## config.mk

```make
export PLATFORM = sky130hd
export DESIGN_NAME = conv_slice_ctrl_flat
export DESIGN_NICKNAME = d
export VERILOG_FILES = /design/src/rtl/conv_slice_ctrl_if.sv /design/src/rtl/conv_slice_ctrl.sv /design/src/flat_wrapper.sv
export SDC_FILE = /design/constraint.sdc
export NUM_CORES = 1
export LEC_CHECK = 0
export CORE_ASPECT_RATIO = 0.5
export CORE_MARGIN = 2
export CORE_UTILIZATION = 40
export CTS_BUF_LIST = sky130_fd_sc_hd__clkbuf_16
export DETAILED_ROUTE_END_ITERATION = 12
export GPL_TIMING_DRIVEN = 1
export PLACE_DENSITY_LB_ADDON = 0.08
export SYNTH_ARGS = -nofsm -noshare
export SYNTH_HDL_FRONTEND = slang
export SYNTH_SLANG_ARGS = --single-unit
```

## constraint.sdc

```tcl
create_clock -name clk -period 3.33 [get_ports clk]
set_input_delay 0.666 -clock clk [delete_from_list [all_inputs] [get_ports clk]]
set_output_delay 0.666 -clock clk [all_outputs]
set_load 0.1 [all_outputs]
```

## src/rtl/conv_slice_ctrl_if.sv

```systemverilog
// Slice and PE-array handshake bundle for conv_slice_ctrl.
// The master side is the controller; the slave side is the slice plus the PE array.
interface conv_slice_ctrl_if #(
   parameter int DATA_WIDTH   = 16,
   parameter int COLUMN_WIDTH = 9
);
   localparam int BEAT_W = DATA_WIDTH * COLUMN_WIDTH;

   logic              conv_en;
   logic [2:0]        kernel;
   logic              image_read;
   logic              image_valid;
   logic [BEAT_W-1:0] image_data;
   logic              im_valid_del;
   logic              sudo_reset;
   logic              pe_ready;
   logic              pe_valid;
   logic [BEAT_W-1:0] pe_data;

   modport master (
      output conv_en, kernel, image_read, im_valid_del, sudo_reset, pe_valid, pe_data,
      input  image_valid, image_data, pe_ready
   );

   modport slave (
      input  conv_en, kernel, image_read, im_valid_del, sudo_reset, pe_valid, pe_data,
      output image_valid, image_data, pe_ready
   );
endinterface

```

## src/rtl/conv_slice_ctrl.sv

```systemverilog
// Job sequencer for one convolution slice: fill, stream beats to the PE array, clear, repeat.
// Optional fill watchdog is compiled in with `define SLICE_CTRL_TIMEOUT_EN.
module conv_slice_ctrl #(
   parameter int DATA_WIDTH   = 16,
   parameter int COLUMN_WIDTH = 9,
   parameter int IMAGE_COUNT  = 10,
   parameter int WDOG_CYCLES  = 1024
) (
   input  logic                    clk,
   input  logic                    reset,
   input  logic                    start,
   input  logic [2:0]              kernel_cfg,
   input  logic [7:0]              num_passes,
   input  logic                    abort,
   input  logic                    im2col_valid,
   conv_slice_ctrl_if.master       slc,
   output logic                    busy,
   output logic                    done,
   output logic                    err
);
   localparam int         BEAT_W    = DATA_WIDTH * COLUMN_WIDTH;
   localparam logic [5:0] FILL_LAST = 6'(IMAGE_COUNT - 1);
   localparam logic [5:0] TGT_K3    = 6'(IMAGE_COUNT);
   localparam logic [5:0] TGT_K6    = 6'(4 * IMAGE_COUNT);

   typedef enum logic [2:0] {
      ST_IDLE   = 3'd0,
      ST_ARM    = 3'd1,
      ST_FILL   = 3'd2,
      ST_STREAM = 3'd3,
      ST_DRAIN  = 3'd4,
      ST_CLEAR  = 3'd5,
      ST_FIN    = 3'd6
   } state_t;

   state_t            state_q, state_d;
   logic [5:0]        fill_q, fill_d;
   logic [5:0]        iss_q, iss_d;
   logic [5:0]        rcv_q, rcv_d;
   logic [7:0]        pass_q, pass_d;
   logic [7:0]        np_q, np_d;
   logic [2:0]        kernel_q, kernel_d;
   logic              err_q, err_d;
   logic              sudo_q, sudo_d;
   logic              conv_en_q, conv_en_d;
   logic              busy_q, busy_d;
   logic              done_q, done_d;
   logic              ivd_q, ivd_d;
   logic              pe_valid_q, pe_valid_d;
   logic [BEAT_W-1:0] pe_data_q, pe_data_d;

   logic              image_read_s;
   logic              beat_window_s;
   logic              beat_ok_s;
   logic [5:0]        target_s;
   logic [7:0]        np_eff_s;

`ifdef SLICE_CTRL_TIMEOUT_EN
   localparam int            WD_W      = $clog2(WDOG_CYCLES + 1);
   localparam logic [WD_W-1:0] WDOG_LAST = WD_W'(WDOG_CYCLES - 1);
   logic [WD_W-1:0] wdog_q, wdog_d;
`endif

   function automatic logic [5:0] sat_inc6(input logic [5:0] v);
      if (v == 6'h3f) begin
         return v;
      end else begin
         return v + 6'd1;
      end
   endfunction

   function automatic logic [7:0] sat_inc8(input logic [7:0] v);
      if (v == 8'hff) begin
         return v;
      end else begin
         return v + 8'd1;
      end
   endfunction

   // Next-state, counters, error and request decode.
   always_comb begin
      state_d   = state_q;
      fill_d    = fill_q;
      iss_d     = iss_q;
      rcv_d     = rcv_q;
      pass_d    = pass_q;
      np_d      = np_q;
      kernel_d  = kernel_q;
      err_d     = err_q;
      sudo_d    = 1'b0;
      target_s  = (kernel_q == 3'd6) ? TGT_K6 : TGT_K3;
      np_eff_s  = (np_q == 8'd0) ? 8'd1 : np_q;

      image_read_s  = (state_q == ST_STREAM) && (iss_q < target_s) && slc.pe_ready && !abort;
      beat_window_s = ((state_q == ST_STREAM) || (state_q == ST_DRAIN)) && (rcv_q < iss_q);
      beat_ok_s     = slc.image_valid && beat_window_s && !abort;

      if (image_read_s) begin
         iss_d = sat_inc6(iss_q);
      end else begin
         iss_d = iss_q;
      end
      if (beat_ok_s) begin
         rcv_d = sat_inc6(rcv_q);
      end else begin
         rcv_d = rcv_q;
      end

      case (state_q)
         ST_IDLE: begin
            if (start && ((kernel_cfg == 3'd3) || (kernel_cfg == 3'd6))) begin
               kernel_d = kernel_cfg;
               np_d     = num_passes;
               pass_d   = 8'd0;
               fill_d   = 6'd0;
               iss_d    = 6'd0;
               rcv_d    = 6'd0;
               err_d    = 1'b0;
               state_d  = ST_ARM;
            end else if (start) begin
               err_d    = 1'b1;
               sudo_d   = 1'b1;
               state_d  = ST_IDLE;
            end else begin
               state_d  = ST_IDLE;
            end
         end
         ST_ARM: begin
            state_d = ST_FILL;
         end
         ST_FILL: begin
            if (im2col_valid) begin
               fill_d = sat_inc6(fill_q);
               if (fill_q == FILL_LAST) begin
                  state_d = ST_STREAM;
               end else begin
                  state_d = ST_FILL;
               end
            end
`ifdef SLICE_CTRL_TIMEOUT_EN
            else if (wdog_q == WDOG_LAST) begin
               err_d   = 1'b1;
               sudo_d  = 1'b1;
               fill_d  = 6'd0;
               state_d = ST_IDLE;
            end
`endif
            else begin
               state_d = ST_FILL;
            end
         end
         ST_STREAM: begin
            if (iss_d == target_s) begin
               state_d = ST_DRAIN;
            end else begin
               state_d = ST_STREAM;
            end
         end
         ST_DRAIN: begin
            if (rcv_d == target_s) begin
               state_d = ST_CLEAR;
            end else begin
               state_d = ST_DRAIN;
            end
         end
         ST_CLEAR: begin
            pass_d = sat_inc8(pass_q);
            fill_d = 6'd0;
            iss_d  = 6'd0;
            rcv_d  = 6'd0;
            if (pass_d < np_eff_s) begin
               state_d = ST_FILL;
            end else begin
               state_d = ST_FIN;
            end
         end
         ST_FIN: begin
            fill_d  = 6'd0;
            iss_d   = 6'd0;
            rcv_d   = 6'd0;
            state_d = ST_IDLE;
         end
         default: begin
            state_d = ST_IDLE;
         end
      endcase

      // Abort wins over every transition computed above.
      if (abort && (state_q != ST_IDLE)) begin
         state_d = ST_IDLE;
         sudo_d  = 1'b1;
         fill_d  = 6'd0;
         iss_d   = 6'd0;
         rcv_d   = 6'd0;
         pass_d  = 8'd0;
      end else begin
         sudo_d  = sudo_d;
      end

      // A beat nobody asked for is flagged and dropped, even on the cycle a start is accepted.
      if (slc.image_valid && !beat_window_s) begin
         err_d = 1'b1;
      end else begin
         err_d = err_d;
      end
   end

   // Output decode from the upcoming state so every status output comes straight off a flop.
   always_comb begin
      conv_en_d  = 1'b0;
      busy_d     = 1'b1;
      done_d     = 1'b0;
      ivd_d      = 1'b0;
      pe_valid_d = beat_ok_s;
      if (beat_ok_s) begin
         pe_data_d = slc.image_data;
      end else begin
         pe_data_d = pe_data_q;
      end
      case (state_d)
         ST_IDLE:   busy_d    = 1'b0;
         ST_ARM:    conv_en_d = 1'b1;
         ST_FILL:   conv_en_d = 1'b1;
         ST_STREAM: conv_en_d = 1'b1;
         ST_DRAIN:  conv_en_d = 1'b1;
         ST_CLEAR: begin
            conv_en_d = 1'b1;
            ivd_d     = 1'b1;
         end
         ST_FIN:    done_d    = 1'b1;
         default:   busy_d    = 1'b0;
      endcase
   end

   // State, counter and output registers.
   always_ff @(posedge clk or negedge reset) begin
      if (!reset) begin
         state_q    <= ST_IDLE;
         fill_q     <= 6'd0;
         iss_q      <= 6'd0;
         rcv_q      <= 6'd0;
         pass_q     <= 8'd0;
         np_q       <= 8'd0;
         kernel_q   <= 3'd0;
         err_q      <= 1'b0;
         sudo_q     <= 1'b0;
         conv_en_q  <= 1'b0;
         busy_q     <= 1'b0;
         done_q     <= 1'b0;
         ivd_q      <= 1'b0;
         pe_valid_q <= 1'b0;
         pe_data_q  <= '0;
      end else begin
         state_q    <= state_d;
         fill_q     <= fill_d;
         iss_q      <= iss_d;
         rcv_q      <= rcv_d;
         pass_q     <= pass_d;
         np_q       <= np_d;
         kernel_q   <= kernel_d;
         err_q      <= err_d;
         sudo_q     <= sudo_d;
         conv_en_q  <= conv_en_d;
         busy_q     <= busy_d;
         done_q     <= done_d;
         ivd_q      <= ivd_d;
         pe_valid_q <= pe_valid_d;
         pe_data_q  <= pe_data_d;
      end
   end

`ifdef SLICE_CTRL_TIMEOUT_EN
   // Watchdog restarts on every fill pulse and whenever FILL is (re)entered.
   always_comb begin
      if ((state_q == ST_FILL) && !im2col_valid) begin
         wdog_d = wdog_q + WD_W'(1);
      end else begin
         wdog_d = '0;
      end
   end

   // Watchdog register.
   always_ff @(posedge clk or negedge reset) begin
      if (!reset) begin
         wdog_q <= '0;
      end else begin
         wdog_q <= wdog_d;
      end
   end
`endif

   assign slc.conv_en      = conv_en_q;
   assign slc.kernel       = kernel_q;
   assign slc.image_read   = image_read_s;
   assign slc.im_valid_del = ivd_q;
   assign slc.sudo_reset   = sudo_q;
   assign slc.pe_valid     = pe_valid_q;
   assign slc.pe_data      = pe_data_q;
   assign busy             = busy_q;
   assign done             = done_q;
   assign err              = err_q;
endmodule

```

## src/flat_wrapper.sv

```systemverilog
// flat-port wrapper written by rule: the top's interface ports become plain ports
module conv_slice_ctrl_flat 
#(
   parameter int DATA_WIDTH   = 16,
   parameter int COLUMN_WIDTH = 9,
   parameter int IMAGE_COUNT  = 10,
   parameter int WDOG_CYCLES  = 1024
)
  (clk, reset, start, kernel_cfg, num_passes, abort, im2col_valid, busy, done, err, slc_conv_en, slc_kernel, slc_image_read, slc_im_valid_del, slc_sudo_reset, slc_pe_valid, slc_pe_data, slc_image_valid, slc_image_data, slc_pe_ready);
  conv_slice_ctrl_if #(.DATA_WIDTH(DATA_WIDTH), .COLUMN_WIDTH(COLUMN_WIDTH)) slc_i ();
  input  logic clk;
  input  logic reset;
  input  logic start;
  input  logic [2:0] kernel_cfg;
  input  logic [7:0] num_passes;
  input  logic abort;
  input  logic im2col_valid;
  output logic busy;
  output logic done;
  output logic err;
  output wire logic [$bits(slc_i.conv_en)-1:0] slc_conv_en;
  output wire logic [$bits(slc_i.kernel)-1:0] slc_kernel;
  output wire logic [$bits(slc_i.image_read)-1:0] slc_image_read;
  output wire logic [$bits(slc_i.im_valid_del)-1:0] slc_im_valid_del;
  output wire logic [$bits(slc_i.sudo_reset)-1:0] slc_sudo_reset;
  output wire logic [$bits(slc_i.pe_valid)-1:0] slc_pe_valid;
  output wire logic [$bits(slc_i.pe_data)-1:0] slc_pe_data;
  input wire logic [$bits(slc_i.image_valid)-1:0] slc_image_valid;
  input wire logic [$bits(slc_i.image_data)-1:0] slc_image_data;
  input wire logic [$bits(slc_i.pe_ready)-1:0] slc_pe_ready;
  assign slc_conv_en = slc_i.conv_en;
  assign slc_kernel = slc_i.kernel;
  assign slc_image_read = slc_i.image_read;
  assign slc_im_valid_del = slc_i.im_valid_del;
  assign slc_sudo_reset = slc_i.sudo_reset;
  assign slc_pe_valid = slc_i.pe_valid;
  assign slc_pe_data = slc_i.pe_data;
  assign slc_i.image_valid = slc_image_valid;
  assign slc_i.image_data = slc_image_data;
  assign slc_i.pe_ready = slc_pe_ready;
  conv_slice_ctrl #(.DATA_WIDTH(DATA_WIDTH), .COLUMN_WIDTH(COLUMN_WIDTH), .IMAGE_COUNT(IMAGE_COUNT), .WDOG_CYCLES(WDOG_CYCLES)) u_core (.clk(clk), .reset(reset), .start(start), .kernel_cfg(kernel_cfg), .num_passes(num_passes), .abort(abort), .im2col_valid(im2col_valid), .slc(slc_i), .busy(busy), .done(done), .err(err));
endmodule
```

==> impl_metrics.json, run 1 <==
{
  "synthArstFlopShare": 1.00,
  "vias": 6136,
  "outcome": "completed",
  "cp.required_ns": 3.64,
  "ant_nets": 0,
  "syn_nets": 794,
  "criticalPathCategory": "reg2reg",
  "gp_congestion": 0.841,
  "initial_utilization": 0.405,
  "rsz0062_at_grt": "no",
  "syn_area_um2": 8240,
  "muxShareOfSynthArea": 0.218,
  "cts_tree": "yes",
  "syn2layout_area_growth_pct": 47.3,
  "combPwrFrac": 0.252,
  "drt_iter0_markers": 229,
  "ys_ff_latch": 191,
  "switching_power_w": 0.00200,
  "die_h_um": 105,
  "port_buffers": 316,
  "ir_drop_mv": 0.352,
  "worstMarginPinSlew_ns": 0.732,
  "drc": 0,
  "grt_first_pass_wirelength_um": 33900,
  "dpl.hpwl_um": 16600,
  "grt_pass1_vias": 6156,
  "power.share.clock": 0.319,
  "synth_xor_area_frac": 0.0117,
  "synth_top_family_by_area": "multiplexers",
  "cts-root-buf": "clkbuf_16",
  "cts_made_buffers": 17,
  "path_max_fanout": 6,
  "hold_viol": 0,
  "synth_cells": 614,
  "htreeDepth": 4,
  "die_area_um2": 21800,
  "detail_route.vias_per_cell": 4.96,
  "n_antenna_cell": 0,
  "routed_wl_um": 22000,
  "nFillCells": 1718,
  "holdBufCountCts": 0,
  "synthAdderAreaFrac": 0.0273,
  "gr-total-overflow": 0,
  "setup.worst_path.end_class": "register",
  "drt-wirelength-per-cell_um": 17.8,
  "leakagePower_nw": 5.81,
  "firstDrtPassIters": 4,
  "finalSetupTns_ns": 0,
  "power_density_nw_per_um2": 488,
  "hp-class": "in2async",
  "design.portCount": 317,
  "seqCellArea_um2": 4790,
  "synthSimpleGateAreaFrac": 0.0783,
  "setup_violations": 0,
  "fin_crit_sh": 0.937,
  "sequentialPowerShare": 0.429,
  "grt_antenna_before_repair": 0,
  "arrival_ns": 3.43,
  "synth_cell_types": 56,
  "cap_violations": 0,
  "num-nets-final": 1133,
  "core_um2": 20400,
  "avgSynthCellArea_um2": 13.4,
  "synth_edf_count": 0,
  "grt_use_total": 0.205,
  "synthFlopType": "dfrtp_1",
  "min_period_ns": 3.12,
  "yosysSeqAreaShare": 0.580,
  "clk_pin_slew_ns": 0.07,
  "finClkSkew_ns": 0.0125,
  "cts_sinks": 191,
  "critical_path.startpoint_type": "register",
  "max_freq_mhz": 321,
  "finalMaxSlewViolations": 0,
  "cts_buffer_depth": 2,
  "design_area_um2": 12100,
  "clk_latency_ns": 0.43,
  "die_w_um": 207,
  "slew_headroom": 0.512,
  "synth-compound-area-share": 0.0630,
  "ys_warn_count": 0,
  "regToRegStartpoint": "u_core.slc.kernel[0]$_DFFE_PN0P_",
  "cp-startpoint": "u_core.slc.kernel[0]$_DFFE_PN0P_",
  "rows": 37,
  "post_dp_cell_area_um2": 11600,
  "multi_input_area_um2": 3360,
  "p_int_w": 0.00392,
  "drive_gt1_frac": 0.400,
  "switching_share": 0.337,
  "grt_max_degree": 87
}
## flip-flops by register name, indices dropped and copies added (netlist names)
name / cells
u_core.slc.pe_data: 144
u_core.np_q: 8
u_core.pass_q: 8
u_core.fill_q: 6
u_core.iss_q: 6
u_core.rcv_q: 6
u_core.slc.kernel: 3
u_core.state_q: 3
u_core.busy: 1
u_core.done: 1
u_core.err: 1
u_core.slc.conv_en: 1
u_core.slc.im_valid_del: 1
u_core.slc.pe_valid: 1
u_core.slc.sudo_reset: 1
## through the flow
stage	cells	power (W)	util	hold slack, ns	setup slack [ns]
final	1236	0.00592	0.596	0.285	0.211
after global routing	1236	0.00616	0.596	0.338	0.0455
after CTS	1234	0.00599	0.594	0.323	0.0940
after detailed placement	1205	0.00408	0.568	0.497	-0.164
after global placement	1205	0.00407	0.568	0.489	-0.0526
after floorplan	614	0.00356	-	0.370	-0.0198
## synthesized netlist by cell type (all sizes together) (2+ instances only)
cell / number / area, µm²
and4: 2 / 17.5
or2: 2 / 12.5
xnor2: 6 / 52.6
nor2: 29 / 109
nor4: 5 / 31.3
inv: 18 / 67.6
clkbuf: 5 / 18.8
or4: 2 / 15.0
and3: 5 / 31.3
a21oi: 8 / 40.0
mux2i: 4 / 40.0
a311oi: 2 / 17.5
nand4: 4 / 25.0
nand3b: 2 / 27.5
nor3: 6 / 30.0
a32o: 6 / 60.1
a31oi: 4 / 25.0
nor2b: 11 / 68.8
o31ai: 6 / 50.1
nor4b: 2 / 17.5
nand2: 19 / 71.3
mux2: 156 / 1760
buf: 18 / 87.6
xor2: 5 / 43.8
nand2b: 6 / 37.5
o21a: 7 / 52.6
and2: 3 / 18.8
a21o: 4 / 30.0
a41oi: 3 / 26.3
a211o: 2 / 17.5
dfrtp: 191 / 4780
or3: 3 / 18.8
nor3b: 2 / 15.0
ha: 18 / 225
o21ai: 19 / 95.1
nand3: 14 / 70.1
## logic make-up (layout without fill, tap and decap cells)
kind of cell / after synthesis / count (layout)
buffers and inverters: 41 / 390
XOR/XNOR: 11 / 11
adder cells (fa/ha/maj): 18 / 18
flip-flops: 191 / 191
multiplexers: 160 / 160
AND/OR/NAND/NOR: 120 / 120
AO/OA/AOI/OAI: 73 / 73
## worst max-delay path, stage by stage (launching register included)
cell and delay (ns):
dfrtp_4 0.47, nand3b_1 0.18, ha_2 0.19, or4b_4 0.57
nor4_4 0.28, mux2i_2 0.31, mux2_4 0.36, nor3_2 0.21
nor2_1 0.09, a221o_1 0.34
## layout make-up
cell class              instances  share of cell area
well taps                     273              0.0282
inverters                      18             0.00557
repair buffers                343               0.251
flip-flops and latches        191               0.395
multi-input cells             382               0.277
clock inverters                12             0.00825
clock buffers                  17              0.0351
## power by group through the flow
stage	clock, W	combinational (W)	sequential [W]
6_report	0.00189	0.00149	0.00254
2_1_floorplan	0	0.000212	0.00335
3_5_place_dp	0	0.00150	0.00258
3_3_place_gp	0	0.00149	0.00258
5_1_grt	0.00205	0.00155	0.00256
4_1_cts	0.00195	0.00150	0.00254
## cell usage in the layout (no fill, tap or decap), types with 7 or more instances in the layout
| master | Yosys | layout |
|---|---|---|
| o21ai_0 | 18 | 18 |
| mux2_2 | 155 | 155 |
| nor2_1 | 29 | 28 |
| o21a_1 | 7 | 7 |
| nand2_1 | 19 | 19 |
| buf_4 | 0 | 177 |
| ha_1 | 18 | 17 |
| clkdlybuf4s50_1 | 0 | 160 |
| nor2b_1 | 11 | 10 |
| a21oi_1 | 8 | 8 |
| inv_1 | 18 | 22 |
| nand3_1 | 14 | 13 |
| dfrtp_1 | 191 | 188 |
| clkbuf_16 | 0 | 17 |
## routing by layer
| metal | vias to the layer above | GRT usage | part of all wire |
|---|---|---|---|
| met1 | 3057 | 0.250 | 0.41 |
| met2 | 155 | 0.352 | 0.50 |
| met4 | 0 | 0.0724 | 0.025 |
| met3 | 32 | 0.0519 | 0.060 |
| li1 | 2892 | - | - |
| met5 | - | 0 | 0 |
## path summary, 6_finish.rpt
check | slack, ns | endpoint | depth (start not counted)
setup / recovery | 0.21 | u_core.slc.conv_en$_DFF_PN0_ | 9
hold / removal | 0.28 | u_core.iss_q[3]$_DFF_PN0_ | 1
setup reg to reg | 0.21 | u_core.slc.conv_en$_DFF_PN0_ | 9
hold reg to reg | 0.51 | u_core.slc.pe_data[120]$_DFFE_PN0N_ | 1
max in group asynchronous | 2.25 | u_core.slc.pe_data[67]$_DFFE_PN0N_ | 2
min in group clk | 0.51 | u_core.slc.pe_data[120]$_DFFE_PN0N_ | 1
## timing repair
item	in CTS	in global routing
setup buffers	0	2
gates resized for setup	0	4
setup endpoints to repair	0	3
endpoints found under the hold margin	0	0
Note: power is estimated with default switching activity, not from simulation.
==> inputs of run 2 (changes only) <==
--- a/config.mk
+++ b/config.mk
@@ -5,13 +5,14 @@
 export SDC_FILE = /design/constraint.sdc
 export NUM_CORES = 1
 export LEC_CHECK = 0
+export CAP_MARGIN = 20
 export CORE_ASPECT_RATIO = 0.5
 export CORE_MARGIN = 2
 export CORE_UTILIZATION = 40
 export CTS_BUF_LIST = sky130_fd_sc_hd__clkbuf_16
 export DETAILED_ROUTE_END_ITERATION = 12
 export GPL_TIMING_DRIVEN = 1
-export PLACE_DENSITY_LB_ADDON = 0.08
+export PLACE_DENSITY_LB_ADDON = 0.15
 export SYNTH_ARGS = -nofsm -noshare
 export SYNTH_HDL_FRONTEND = slang
 export SYNTH_SLANG_ARGS = --single-unit
==> impl_metrics.json, run 2 (same netlist as run 1, synthesis figures left out) <==
{
  "outcome": "completed",
  "design.portCount": 317,
  "firstDrtPassIters": 5,
  "finalMaxSlewViolations": 0,
  "criticalPathCategory": "reg2reg",
  "layout_common_cells": "dfrtp_1, buf_4, clkdlybuf4s50_1, mux2_2, nor2_1",
  "hp-class": "in2async",
  "crit_buf_inv": 1,
  "final_common_cell": "dfrtp_1",
  "leakagePower_nw": 5.84,
  "n_antenna_cell": 0,
  "max_stage_delay_ns": 0.47,
  "grt_first_pass_wirelength_um": 33900,
  "gp_congestion": 0.831,
  "grt_pass1_vias": 6227,
  "cts_tree": "yes",
  "worstMarginPinSlew_ns": 0.783,
  "clk_pin_slew_ns": 0.07,
  "drt_iter0_markers": 290,
  "vias": 6161,
  "cp_top_family": "simple AND/OR/NAND/NOR gates",
  "die_w_um": 207,
  "cap_violations": 0,
  "setup.worst_path.end_class": "register",
  "final_cells": 1236,
  "die_area_um2": 21800,
  "dp_cells": 1202,
  "path_max_fanout": 5,
  "ir_drop_mv": 0.325,
  "critical_path.startpoint_type": "register",
  "drc": 0,
  "finClkSkew_ns": 0.00888,
  "crit_slowest_cell": "dfrtp_4",
  "cp.depth": 11,
  "fin_crit_sh": 0.951,
  "arrival_ns": 3.47,
  "rows": 37,
  "drt-wirelength-per-cell_um": 17.9,
  "cts-root-buf": "clkbuf_16",
  "initial_utilization": 0.405,
  "finalSetupTns_ns": 0,
  "cp_cell_sequence": "nand3b_1, ha_2, o21ai_0, a41oi_2, nor4b_2, buf_4, or3_1, mux2_4, nor3_2, nor2_1, a221o_1",
  "die_h_um": 105,
  "drive_gt1_frac": 0.400,
  "cp.required_ns": 3.64,
  "power_density_nw_per_um2": 508,
  "cts_sinks": 191,
  "setup_violations": 0,
  "min_period_ns": 3.17,
  "dpl.hpwl_um": 16300,
  "gr-total-overflow": 0,
  "port_buffers": 316,
  "grt_max_degree": 85,
  "cts_buffer_depth": 2,
  "total_power_w": 0.00621,
  "num-nets-final": 1130,
  "largest_register_ffs": 144,
  "ant_nets": 0,
  "max_freq_mhz": 316,
  "routed_wl_um": 22200,
  "clk_latency_ns": 0.43,
  "syn2layout_area_growth_pct": 48.3,
  "grt_antenna_before_repair": 0,
  "htreeDepth": 4,
  "core_um2": 20400,
  "slew_headroom": 0.478,
  "detail_route.vias_per_cell": 4.98,
  "grt_use_total": 0.203,
  "hold_viol": 0,
  "cts_made_buffers": 17,
  "worstRegToRegCells": 11,
  "holdBufCountCts": 0
}
run 2: cell count changes in the layout (fill, tap and decap cells not counted):
cell	change
inv_1	-2
clkinvlp_4	-2
clkinv_1	+3
inv_6	+1
clkinv_4	+1
dfrtp_2	+1
dfrtp_1	-1
buf_4	-4
clkinv_2	-1
buf_12	+1
bufinv_16	+3
run 2: what timing repair did:
item                       4_1_cts  5_1_grt
gates resized for setup          0        5
setup buffers                    0        2
setup endpoints to repair        0        2
run 2: layout make-up:
cell class / instances / area [µm²]
fillers: 1695 / 8150
flip-flops and latches: 191 / 4790
multi-input cells: 382 / 3360
clock inverters: 15 / 191
repair buffers: 340 / 3030
well taps: 273 / 342
clock buffers: 17 / 425
inverters: 18 / 67.6
run 2: worst reg2reg max path, delay by kind of cell (launching register included):
family | cells | cell delay [ns]
mux | 1 | 0.31
fa+ha+maj | 1 | 0.33
buf+inv | 1 | 0.16
simple gates | 5 | 0.95
flops | 1 | 0.47
compound gates | 3 | 0.81
run 2: per-stage QoR:
step / setup WS (ns) / cell area, µm² / utilization / hold WS, ns
global placement: -0.0489 / 11600 / 0.568 / 0.490
CTS: 0.0640 / 12200 / 0.598 / 0.303
finish: 0.165 / 12200 / 0.600 / 0.201
detailed placement: -0.149 / 11600 / 0.568 / 0.496
global route: -0.00879 / 12200 / 0.600 / 0.328
floorplan: -0.0198 / 8310 / - / 0.370
run 2: metal layers:
metal  part of all wire  GRT usage  wire length (µm)  vias up
li1                   -          -                 -     2881
met1               0.42      0.250              9370     3109
met2               0.52      0.355             11400      155
met3              0.050     0.0467              1120       16
met4              0.010     0.0572               229        0
met5                  0          0                 0        -
run 2: worst paths after layout:
check                                                endpoint  slack [ns]                                from
max in group asynchronous  u_core.slc.pe_data[60]$_DFFE_PN0N_        2.19                               reset
setup reg to reg                 u_core.slc.conv_en$_DFF_PN0_        0.16    u_core.slc.kernel[0]$_DFFE_PN0P_
hold / removal                      u_core.iss_q[4]$_DFF_PN0_        0.20                               reset
min in group clk           u_core.slc.pe_data[94]$_DFFE_PN0N_        0.51  u_core.slc.pe_data[94]$_DFFE_PN0N_
setup / recovery                 u_core.slc.conv_en$_DFF_PN0_        0.16    u_core.slc.kernel[0]$_DFFE_PN0P_
hold reg to reg            u_core.slc.pe_data[94]$_DFFE_PN0N_        0.51  u_core.slc.pe_data[94]$_DFFE_PN0N_
run 2: power by group:
group          total (W)  switching [W]  internal (W)
Sequential       0.00254      0.0000803       0.00246
Combinational    0.00149        0.00104      0.000448
Clock            0.00218       0.000922       0.00126
Total            0.00621        0.00204       0.00417
